File: src/rtl/decode_pkg.sv
// Shared encodings for the multicycle control decoder: FSM states, ALU ops,
// data-processing cmd codes and datapath mux selects.
package decode_pkg;

  localparam int unsigned CNT_W = 4;

  typedef enum logic [3:0] {
    S_FETCH, S_DECODE, S_MEMADR, S_MEMRD, S_MEMWB, S_MEMWR,
    S_EXECR, S_EXECI, S_EXMUL, S_EXDIV, S_ALUWB, S_BRANCH
  } state_t;

  localparam logic [2:0] ALU_ADD = 3'b000;
  localparam logic [2:0] ALU_SUB = 3'b001;
  localparam logic [2:0] ALU_AND = 3'b010;
  localparam logic [2:0] ALU_ORR = 3'b011;
  localparam logic [2:0] ALU_MUL = 3'b100;
  localparam logic [2:0] ALU_DIV = 3'b101;
  localparam logic [2:0] ALU_EOR = 3'b110;
  localparam logic [2:0] ALU_MOV = 3'b111;

  localparam logic [3:0] CMD_ADD = 4'b0100;
  localparam logic [3:0] CMD_SUB = 4'b0010;
  localparam logic [3:0] CMD_AND = 4'b0000;
  localparam logic [3:0] CMD_ORR = 4'b1100;
  localparam logic [3:0] CMD_MUL = 4'b1111;
  localparam logic [3:0] CMD_DIV = 4'b0111;
  localparam logic [3:0] CMD_EOR = 4'b0001;
  localparam logic [3:0] CMD_MOV = 4'b1101;

  localparam logic [1:0] OP_DP  = 2'b00;
  localparam logic [1:0] OP_MEM = 2'b01;
  localparam logic [1:0] OP_BR  = 2'b10;
  localparam logic [1:0] OP_ILL = 2'b11;

  localparam logic [1:0] RES_ALUOUT    = 2'b00;
  localparam logic [1:0] RES_DATA      = 2'b01;
  localparam logic [1:0] RES_ALURESULT = 2'b10;
  localparam logic [1:0] SRCA_RN       = 2'b00;
  localparam logic [1:0] SRCA_PC       = 2'b01;
  localparam logic [1:0] SRCB_RM       = 2'b00;
  localparam logic [1:0] SRCB_IMM      = 2'b01;
  localparam logic [1:0] SRCB_FOUR     = 2'b10;

  // Map a data-processing cmd to its ALU operation; unknown cmds add.
  function automatic logic [2:0] alu_ctrl(input logic [3:0] cmd);
    logic [2:0] r;
    case (cmd)
      CMD_ADD: r = ALU_ADD;
      CMD_SUB: r = ALU_SUB;
      CMD_AND: r = ALU_AND;
      CMD_ORR: r = ALU_ORR;
      CMD_MUL: r = ALU_MUL;
      CMD_DIV: r = ALU_DIV;
      CMD_EOR: r = ALU_EOR;
      CMD_MOV: r = ALU_MOV;
      default: r = ALU_ADD;
    endcase
    return r;
  endfunction

endpackage

File: src/rtl/decode_mc_if.sv
// Instruction fields and divider handshake in, datapath controls out.
interface decode_mc_if;
  logic [1:0] Op;
  logic [5:0] Funct;
  logic [3:0] Rd;
  logic       DivDone;
  logic       isShift;
  logic [1:0] FlagW;
  logic       PCS;
  logic       NextPC;
  logic       RegW;
  logic       MemW;
  logic       IRWrite;
  logic       AdrSrc;
  logic [1:0] ResultSrc;
  logic [1:0] ALUSrcA;
  logic [1:0] ALUSrcB;
  logic [1:0] ImmSrc;
  logic [1:0] RegSrc;
  logic [2:0] ALUControl;
  logic       DivStart;
  logic       Busy;
  logic       IllegalOp;

  modport master (
    output Op, Funct, Rd, DivDone,
    input  isShift, FlagW, PCS, NextPC, RegW, MemW, IRWrite, AdrSrc, ResultSrc,
           ALUSrcA, ALUSrcB, ImmSrc, RegSrc, ALUControl, DivStart, Busy, IllegalOp
  );

  modport slave (
    input  Op, Funct, Rd, DivDone,
    output isShift, FlagW, PCS, NextPC, RegW, MemW, IRWrite, AdrSrc, ResultSrc,
           ALUSrcA, ALUSrcB, ImmSrc, RegSrc, ALUControl, DivStart, Busy, IllegalOp
  );
endinterface

File: src/rtl/mainfsm_mc.sv
// Main control FSM: state register, MUL latency counter, divider start flag
// and the per-state datapath controls.
module mainfsm_mc
  import decode_pkg::*;
#(
  parameter int unsigned MUL_LAT    = 3,
  parameter bit          ENABLE_DIV = 1'b1
) (
  input  logic       clk,
  input  logic       reset,
  input  logic [1:0] i_op,
  input  logic [5:0] i_funct,
  input  logic       i_div_done,
  output logic       o_irwrite_c,
  output logic       o_nextpc_c,
  output logic       o_adrsrc_c,
  output logic       o_regw_c,
  output logic       o_memw_c,
  output logic       o_branch_c,
  output logic       o_aluop_c,
  output logic       o_busy_c,
  output logic       o_illegal_op_c,
  output logic [1:0] o_resultsrc_c,
  output logic [1:0] o_alusrca_c,
  output logic [1:0] o_alusrcb_c,
  output logic       o_div_start
);

  state_t           r_state;
  state_t           w_next;
  logic [CNT_W-1:0] r_mul_cnt;
  logic             r_div_start;
  logic [3:0]       w_cmd;

  assign w_cmd       = i_funct[4:1];
  assign o_div_start = r_div_start;

  // Counter sits at 0 outside EXMUL so it always enters EXMUL cleared.
  always_ff @(posedge clk or negedge reset) begin
    if (!reset) begin
      r_state     <= S_FETCH;
      r_mul_cnt   <= '0;
      r_div_start <= 1'b0;
    end else begin
      r_state     <= w_next;
      r_mul_cnt   <= (r_state == S_EXMUL) ? r_mul_cnt + CNT_W'(1) : '0;
      r_div_start <= (r_state == S_DECODE) && (w_next == S_EXDIV);
    end
  end

  always_comb begin
    w_next         = r_state;
    o_irwrite_c    = 1'b0;
    o_nextpc_c     = 1'b0;
    o_adrsrc_c     = 1'b0;
    o_regw_c       = 1'b0;
    o_memw_c       = 1'b0;
    o_branch_c     = 1'b0;
    o_aluop_c      = 1'b0;
    o_busy_c       = 1'b0;
    o_illegal_op_c = 1'b0;
    o_resultsrc_c  = RES_ALUOUT;
    o_alusrca_c    = SRCA_RN;
    o_alusrcb_c    = SRCB_RM;
    case (r_state)
      S_FETCH: begin
        o_irwrite_c   = 1'b1;
        o_nextpc_c    = 1'b1;
        o_alusrca_c   = SRCA_PC;
        o_alusrcb_c   = SRCB_FOUR;
        o_resultsrc_c = RES_ALURESULT;
        w_next        = S_DECODE;
      end
      S_DECODE: begin
        o_alusrca_c   = SRCA_PC;
        o_alusrcb_c   = SRCB_FOUR;
        o_resultsrc_c = RES_ALURESULT;
        case (i_op)
          OP_MEM: w_next = S_MEMADR;
          OP_BR:  w_next = S_BRANCH;
          OP_ILL: begin
            w_next         = S_FETCH;
            o_illegal_op_c = 1'b1;
          end
          default: begin
            if (i_funct[5])                          w_next = S_EXECI;
            else if (w_cmd == CMD_MUL)               w_next = S_EXMUL;
            else if (w_cmd == CMD_DIV && ENABLE_DIV) w_next = S_EXDIV;
            else                                     w_next = S_EXECR;
          end
        endcase
      end
      S_MEMADR: begin
        o_alusrcb_c = SRCB_IMM;
        w_next      = i_funct[0] ? S_MEMRD : S_MEMWR;
      end
      S_MEMRD: begin
        o_adrsrc_c = 1'b1;
        w_next     = S_MEMWB;
      end
      S_MEMWB: begin
        o_resultsrc_c = RES_DATA;
        o_regw_c      = 1'b1;
        w_next        = S_FETCH;
      end
      S_MEMWR: begin
        o_adrsrc_c = 1'b1;
        o_memw_c   = 1'b1;
        w_next     = S_FETCH;
      end
      S_EXECR: begin
        o_aluop_c = 1'b1;
        w_next    = S_ALUWB;
      end
      S_EXECI: begin
        o_aluop_c   = 1'b1;
        o_alusrcb_c = SRCB_IMM;
        w_next      = S_ALUWB;
      end
      S_EXMUL: begin
        o_aluop_c = 1'b1;
        o_busy_c  = 1'b1;
        if (r_mul_cnt == CNT_W'(MUL_LAT - 1)) w_next = S_ALUWB;
      end
      S_EXDIV: begin
        o_aluop_c = 1'b1;
        o_busy_c  = 1'b1;
        if (i_div_done) w_next = S_ALUWB;
      end
      S_ALUWB: begin
        o_regw_c = 1'b1;
        w_next   = S_FETCH;
      end
      S_BRANCH: begin
        o_alusrcb_c   = SRCB_IMM;
        o_resultsrc_c = RES_ALURESULT;
        o_branch_c    = 1'b1;
        w_next        = S_FETCH;
      end
      default: w_next = S_FETCH;
    endcase
  end

endmodule

File: src/rtl/decode_mc.sv
// Multicycle control decoder: main FSM plus combinational ALU decoder,
// PC-source logic and instruction-field decode.
module decode_mc
  import decode_pkg::*;
#(
  parameter int unsigned MUL_LAT    = 3,
  parameter bit          ENABLE_DIV = 1'b1
) (
  input logic         clk,
  input logic         reset,
  decode_mc_if.slave  bus
);

  logic       w_regw;
  logic       w_branch;
  logic       w_aluop;
  logic [3:0] w_cmd;
  logic       w_s;
  logic [2:0] w_alu_ctrl;
  logic [1:0] w_flagw;
  logic [1:0] w_regsrc;

  mainfsm_mc #(
    .MUL_LAT    (MUL_LAT),
    .ENABLE_DIV (ENABLE_DIV)
  ) u_fsm (
    .clk            (clk),
    .reset          (reset),
    .i_op           (bus.Op),
    .i_funct        (bus.Funct),
    .i_div_done     (bus.DivDone),
    .o_irwrite_c    (bus.IRWrite),
    .o_nextpc_c     (bus.NextPC),
    .o_adrsrc_c     (bus.AdrSrc),
    .o_regw_c       (w_regw),
    .o_memw_c       (bus.MemW),
    .o_branch_c     (w_branch),
    .o_aluop_c      (w_aluop),
    .o_busy_c       (bus.Busy),
    .o_illegal_op_c (bus.IllegalOp),
    .o_resultsrc_c  (bus.ResultSrc),
    .o_alusrca_c    (bus.ALUSrcA),
    .o_alusrcb_c    (bus.ALUSrcB),
    .o_div_start    (bus.DivStart)
  );

  assign w_cmd = bus.Funct[4:1];
  assign w_s   = bus.Funct[0];

  // Flag enables come from cmd directly so MUL/DIV never touch C/V.
  always_comb begin
    w_alu_ctrl = ALU_ADD;
    w_flagw    = 2'b00;
    if (w_aluop) begin
      w_alu_ctrl = alu_ctrl(w_cmd);
      w_flagw    = {w_s, w_s & ((w_cmd == CMD_ADD) | (w_cmd == CMD_SUB))};
    end
  end

  always_comb begin
    case (bus.Op)
      OP_MEM:  w_regsrc = 2'b10;
      OP_BR:   w_regsrc = 2'b01;
      default: w_regsrc = 2'b00;
    endcase
  end

  assign bus.RegW       = w_regw;
  assign bus.ALUControl = w_alu_ctrl;
  assign bus.FlagW      = w_flagw;
  assign bus.RegSrc     = w_regsrc;
  assign bus.ImmSrc     = bus.Op;
  assign bus.isShift    = (bus.Op == OP_DP) && (w_cmd == CMD_MOV);
  assign bus.PCS        = ((bus.Rd == 4'hF) & w_regw) | w_branch;

endmodule
File: src/flat_wrapper.sv
// flat-port wrapper written by rule: the top's interface ports become plain ports
module decode_mc_flat import decode_pkg::*;
#(
  parameter int unsigned MUL_LAT    = 3,
  parameter bit          ENABLE_DIV = 1'b1
)
  (clk, reset, bus_Op, bus_Funct, bus_Rd, bus_DivDone, bus_isShift, bus_FlagW, bus_PCS, bus_NextPC, bus_RegW, bus_MemW, bus_IRWrite, bus_AdrSrc, bus_ResultSrc, bus_ALUSrcA, bus_ALUSrcB, bus_ImmSrc, bus_RegSrc, bus_ALUControl, bus_DivStart, bus_Busy, bus_IllegalOp);
  decode_mc_if bus_i ();
  input logic clk;
  input logic reset;
  input wire logic [$bits(bus_i.Op)-1:0] bus_Op;
  input wire logic [$bits(bus_i.Funct)-1:0] bus_Funct;
  input wire logic [$bits(bus_i.Rd)-1:0] bus_Rd;
  input wire logic [$bits(bus_i.DivDone)-1:0] bus_DivDone;
  output wire logic [$bits(bus_i.isShift)-1:0] bus_isShift;
  output wire logic [$bits(bus_i.FlagW)-1:0] bus_FlagW;
  output wire logic [$bits(bus_i.PCS)-1:0] bus_PCS;
  output wire logic [$bits(bus_i.NextPC)-1:0] bus_NextPC;
  output wire logic [$bits(bus_i.RegW)-1:0] bus_RegW;
  output wire logic [$bits(bus_i.MemW)-1:0] bus_MemW;
  output wire logic [$bits(bus_i.IRWrite)-1:0] bus_IRWrite;
  output wire logic [$bits(bus_i.AdrSrc)-1:0] bus_AdrSrc;
  output wire logic [$bits(bus_i.ResultSrc)-1:0] bus_ResultSrc;
  output wire logic [$bits(bus_i.ALUSrcA)-1:0] bus_ALUSrcA;
  output wire logic [$bits(bus_i.ALUSrcB)-1:0] bus_ALUSrcB;
  output wire logic [$bits(bus_i.ImmSrc)-1:0] bus_ImmSrc;
  output wire logic [$bits(bus_i.RegSrc)-1:0] bus_RegSrc;
  output wire logic [$bits(bus_i.ALUControl)-1:0] bus_ALUControl;
  output wire logic [$bits(bus_i.DivStart)-1:0] bus_DivStart;
  output wire logic [$bits(bus_i.Busy)-1:0] bus_Busy;
  output wire logic [$bits(bus_i.IllegalOp)-1:0] bus_IllegalOp;
  assign bus_i.Op = bus_Op;
  assign bus_i.Funct = bus_Funct;
  assign bus_i.Rd = bus_Rd;
  assign bus_i.DivDone = bus_DivDone;
  assign bus_isShift = bus_i.isShift;
  assign bus_FlagW = bus_i.FlagW;
  assign bus_PCS = bus_i.PCS;
  assign bus_NextPC = bus_i.NextPC;
  assign bus_RegW = bus_i.RegW;
  assign bus_MemW = bus_i.MemW;
  assign bus_IRWrite = bus_i.IRWrite;
  assign bus_AdrSrc = bus_i.AdrSrc;
  assign bus_ResultSrc = bus_i.ResultSrc;
  assign bus_ALUSrcA = bus_i.ALUSrcA;
  assign bus_ALUSrcB = bus_i.ALUSrcB;
  assign bus_ImmSrc = bus_i.ImmSrc;
  assign bus_RegSrc = bus_i.RegSrc;
  assign bus_ALUControl = bus_i.ALUControl;
  assign bus_DivStart = bus_i.DivStart;
  assign bus_Busy = bus_i.Busy;
  assign bus_IllegalOp = bus_i.IllegalOp;
  decode_mc #(.MUL_LAT(MUL_LAT), .ENABLE_DIV(ENABLE_DIV)) u_core (.clk(clk), .reset(reset), .bus(bus_i));
endmodule
File: config.mk
export PLATFORM = sky130hd
export DESIGN_NAME = decode_mc_flat
export DESIGN_NICKNAME = d
export VERILOG_FILES = /design/src/rtl/decode_pkg.sv /design/src/rtl/decode_mc_if.sv /design/src/rtl/mainfsm_mc.sv /design/src/rtl/decode_mc.sv /design/src/flat_wrapper.sv
export SDC_FILE = /design/constraint.sdc
export NUM_CORES = 1
export LEC_CHECK = 0
export ABC_AREA = 1
export CAP_MARGIN = 20
export CORE_MARGIN = 5
export CORE_UTILIZATION = 64
export CTS_BUF_LIST = sky130_fd_sc_hd__clkbuf_8
export DETAILED_ROUTE_END_ITERATION = 6
export DONT_BUFFER_PORTS = 1
export GPL_TIMING_DRIVEN = 0
export PLACE_DENSITY = 0.8
export SLEW_MARGIN = 20
export SYNTH_ARGS = -nofsm -noshare
export SYNTH_HDL_FRONTEND = slang
export SYNTH_SLANG_ARGS = --single-unit
File: constraint.sdc
create_clock -name clk -period 1.6 [get_ports clk]
set_clock_uncertainty 0.05 [all_clocks]
set_input_delay 0.32 -clock clk [delete_from_list [all_inputs] [get_ports clk]]
set_output_delay 0.32 -clock clk [all_outputs]
set_load 0.02 [all_outputs]
==> impl_metrics.prom <==
# TYPE chip_impl_metric gauge
chip_impl_metric{name="area_delta_synth_final",unit="%"} 41.8
chip_impl_metric{name="critical_path.n_buffers_inverters",unit=""} 2
chip_impl_metric{name="power_per_cell_area",unit="mW/mm^2"} 1890
chip_impl_metric{name="worstPathArrival",unit="ns"} 1.55
chip_impl_metric{name="synth_cells",unit=""} 129
chip_impl_metric{name="tightest_slew",unit="ns"} 0.631
chip_impl_metric{name="synth_area_per_cell",unit="sq um"} 6.45
chip_impl_info{name="worstSetupPathType",value="flop to primary output"} 1
chip_impl_metric{name="ctsLongestPathBuffers",unit=""} 2
chip_impl_info{name="rsz0062_at_grt",value="yes"} 1
chip_impl_info{name="min_path_type",value="primary input to flop"} 1
chip_impl_metric{name="floorplan.core_area",unit="sq mm"} 0.00127
chip_impl_metric{name="first_global_vias",unit=""} 820
chip_impl_metric{name="cts_made_buffers",unit=""} 3
chip_impl_metric{name="cp.required",unit="ns"} 1.23
chip_impl_metric{name="netlist.area_leader.share",unit="%"} 27.1
chip_impl_info{name="most-common-layout-cells",value="nand2_1, inv_1, nor2_1"} 1
chip_impl_metric{name="clkLatencyLatePin",unit="ns"} 0.24
chip_impl_metric{name="maxSlewViolCount",unit=""} 0
chip_impl_metric{name="via_per_inst",unit=""} 5.91
chip_impl_info{name="synth_top_cell_by_area",value="dfrtp_1"} 1
chip_impl_metric{name="hold_viol_final",unit=""} 0
chip_impl_info{name="cp_launch_type",value="flop"} 1
chip_impl_info{name="timing.critical_path.mode_cell",value="nor2_4"} 1
chip_impl_metric{name="clkSlewWorstSetupHoldPaths",unit="ns"} 0.05
chip_impl_info{name="status",value="complete, but fails checks"} 1
chip_impl_metric{name="placement.cell_area",unit="sq um"} 880
chip_impl_metric{name="yosysWarnings",unit=""} 0
chip_impl_metric{name="critPathMaxStageDelay",unit="ns"} 0.41
chip_impl_metric{name="multi_input_area",unit="sq um"} 649
chip_impl_metric{name="route.antenna.remaining_nets",unit=""} 0
chip_impl_metric{name="ys_seq_area_share",unit="%"} 27.1
chip_impl_metric{name="vias",unit=""} 952
chip_impl_metric{name="drv_cap",unit=""} 0
chip_impl_metric{name="initial_core_util",unit="%"} 65.6
chip_impl_metric{name="layout.cell_area.non_filler",unit="sq mm"} 0.00118
chip_impl_metric{name="layout.nets",unit=""} 169
chip_impl_metric{name="grt_max_degree",unit=""} 10
chip_impl_metric{name="ys_seq_elements",unit=""} 9
chip_impl_metric{name="floorplan.die_area",unit="sq mm"} 0.00212
chip_impl_metric{name="fillerInstances",unit=""} 50
chip_impl_metric{name="rows",unit=""} 13
chip_impl_metric{name="grt_antenna_before_repair",unit=""} 0
chip_impl_info{name="cts_tree",value="yes"} 1
chip_impl_metric{name="dr.pass1.iters",unit=""} 4
chip_impl_metric{name="grt_remaining_overflow",unit=""} 0
chip_impl_metric{name="htree_num_levels",unit=""} 1
chip_impl_metric{name="critical_path_peak_fanout",unit=""} 5
chip_impl_metric{name="finalPower",unit="mW"} 2.24
chip_impl_info{name="cp_slowest_cell",value="dfrtp_2"} 1
chip_impl_metric{name="fmax",unit="GHz"} 0.522
chip_impl_metric{name="drtIter0Drc",unit=""} 50
chip_impl_metric{name="layout_worst_path_cycle_share",unit="%"} 120
chip_impl_metric{name="post_dp_hpwl",unit="mm"} 1.41
chip_impl_metric{name="detail_route.wl_per_cell",unit="um"} 19.1
chip_impl_metric{name="antenna-diode-count",unit=""} 0
chip_impl_metric{name="floorplan_die_width",unit="um"} 46.1
chip_impl_metric{name="grt_use_total",unit="%"} 23.5
chip_impl_metric{name="count_of_port_buffers_added_during_placement",unit=""} 0
chip_impl_metric{name="setup_viol_count_final",unit=""} 17
chip_impl_metric{name="synth_nets",unit=""} 151
chip_impl_metric{name="netlist_area",unit="sq um"} 832
chip_impl_metric{name="die_y",unit="um"} 46.1
chip_impl_info{name="ctsRootBufferMaster",value="clkbuf_8"} 1
chip_impl_metric{name="post_synth_num_cell_types",unit=""} 24
chip_impl_metric{name="setup_ws",unit="ns"} -0.317
chip_impl_metric{name="first_pass_grt_wire_length",unit="mm"} 3.53
chip_impl_info{name="failing_checks",value="setup timing"} 1
chip_impl_metric{name="regArea",unit="sq um"} 229
chip_impl_info{name="setup.worst_path.end_class",value="primary output"} 1
chip_impl_metric{name="cts.sink_count",unit=""} 9
chip_impl_info{name="critical-path-top-delay-family",value="simple AND/OR/NAND/NOR gates"} 1
chip_impl_metric{name="drive_above_1_share",unit="%"} 41.1
chip_impl_metric{name="io-pin-count",unit=""} 40
chip_impl_info{name="path_cells",value="buf_4, nor2_4, inv_2, nor2_4, nor2_4, nand2_2"} 1
chip_impl_info{name="netlist_top_cells_area",value="dfrtp_1, nand2_1, inv_1"} 1
chip_impl_info{name="layout.cells.most_common",value="nand2_1"} 1
chip_impl_metric{name="finalWirelength",unit="mm"} 3.08
chip_impl_metric{name="remaining_drc_errors",unit=""} 0
chip_impl_metric{name="gp_routability_congestion",unit=""} 0.792
chip_impl_metric{name="p_leak",unit="nW"} 0.591
chip_impl_metric{name="slew_headroom",unit="%"} 57.6
chip_impl_metric{name="period_minus_slack",unit="ns"} 1.92
chip_impl_metric{name="vdd_drop_max",unit="mV"} 1.15
cells by family after synthesis:
group	count (synthesis)	synth area share (%)
AND/OR/NAND/NOR	71	38.3
buffers and inverters	31	15.8
adder cells (fa/ha/maj)	7	10.5
AO/OA/AOI/OAI	8	5.71
other	1	0.451
flip-flops	9	27.1
XOR/XNOR	2	2.11
sequential cells by signal, indices dropped and copies added (netlist names):
signal and cells:
u_core.u_fsm.r_state 4, u_core.u_fsm.o_div_start 1, u_core.u_fsm.r_mul_cnt 4
tightest hold or removal path, delay by kind of cell:
| family | cells | cell delay (ns) |
|---|---|---|
| buffers and inverters | 1 | 0.05 |
| and+or+nand+nor | 3 | 0.16 |
where the power goes:
part	leakage (nW)	total (mW)	switching, mW	internal (mW)
Clock	0.0269	0.269	0.101	0.168
Combinational	0.447	1.58	1.09	0.498
Sequential	0.117	0.381	0.0928	0.289
cell type report:
cell class	instances	area share (%)
timing repair buffer	13	8.80
sequential	9	19.4
buffer	4	2.55
clock inverter	1	0.318
tap	15	1.59
clock buffer	3	3.50
multi-input combinational	89	55.0
inverter	27	8.80
synth_stat cells, drive strengths merged:
library cell / n
a211oi: 1
a21oi: 1
and3: 2
buf: 4
conb: 1
dfrtp: 9
ha: 7
inv: 27
nand2: 28
nand3: 9
nand3b: 1
nor2: 26
nor3: 3
nor3b: 1
nor4: 1
o21ai: 4
o221ai: 1
o22ai: 1
xnor2: 1
xor2: 1
final timing paths:
path                                           start                         to  slack, ns  cells past startpoint
max                          u_core.u_fsm.r_state[2]           bus_ResultSrc[1]      -0.32                      6
min reg2reg                u_core.u_fsm.r_mul_cnt[0]  u_core.u_fsm.r_mul_cnt[0]       0.48                      1
min in group asynchronous                      reset  u_core.u_fsm.r_mul_cnt[3]       0.41                      1
max in group asynchronous                      reset    u_core.u_fsm.r_state[3]       0.77                      1
max reg2reg                  u_core.u_fsm.r_state[2]   u_core.u_fsm.o_div_start       0.07                      9
min                                     bus_Funct[0]    u_core.u_fsm.r_state[1]       0.27                      4
what timing repair did:
action | 4_1_cts | 5_1_grt
endpoints found under the hold margin | 9 | 0
resized for setup | 14 | 30
setup buffers | 2 | 10
pin swaps | 3 | 9
hold buffers | 1 | 0
setup endpoints to repair | 16 | 17
per-layer routing:
layer  GRT usage, %  up-vias  routed length, um
li1               -      426                  -
met1           23.8      437               1120
met5              0        -                  0
met4           7.95        0                 64
met2           43.7       77               1640
met3           8.20       12                252
through the flow:
stage,TNS (ns),instances,setup slack [ns],utilization (%),hold WS (ns)
finish,-3.65,161,-0.317,93.0,0.271
global route,-5.22,161,-0.485,93.0,0.300
CTS,-2.36,151,-0.247,79.1,0.249
detailed placement,-0.935,144,-0.161,69.3,-0.0254
global placement,-0.923,144,-0.159,69.3,-0.0254
floorplan,-0.0485,129,-0.0485,-,-0.0256
Power figures use the tool's default switching activity.
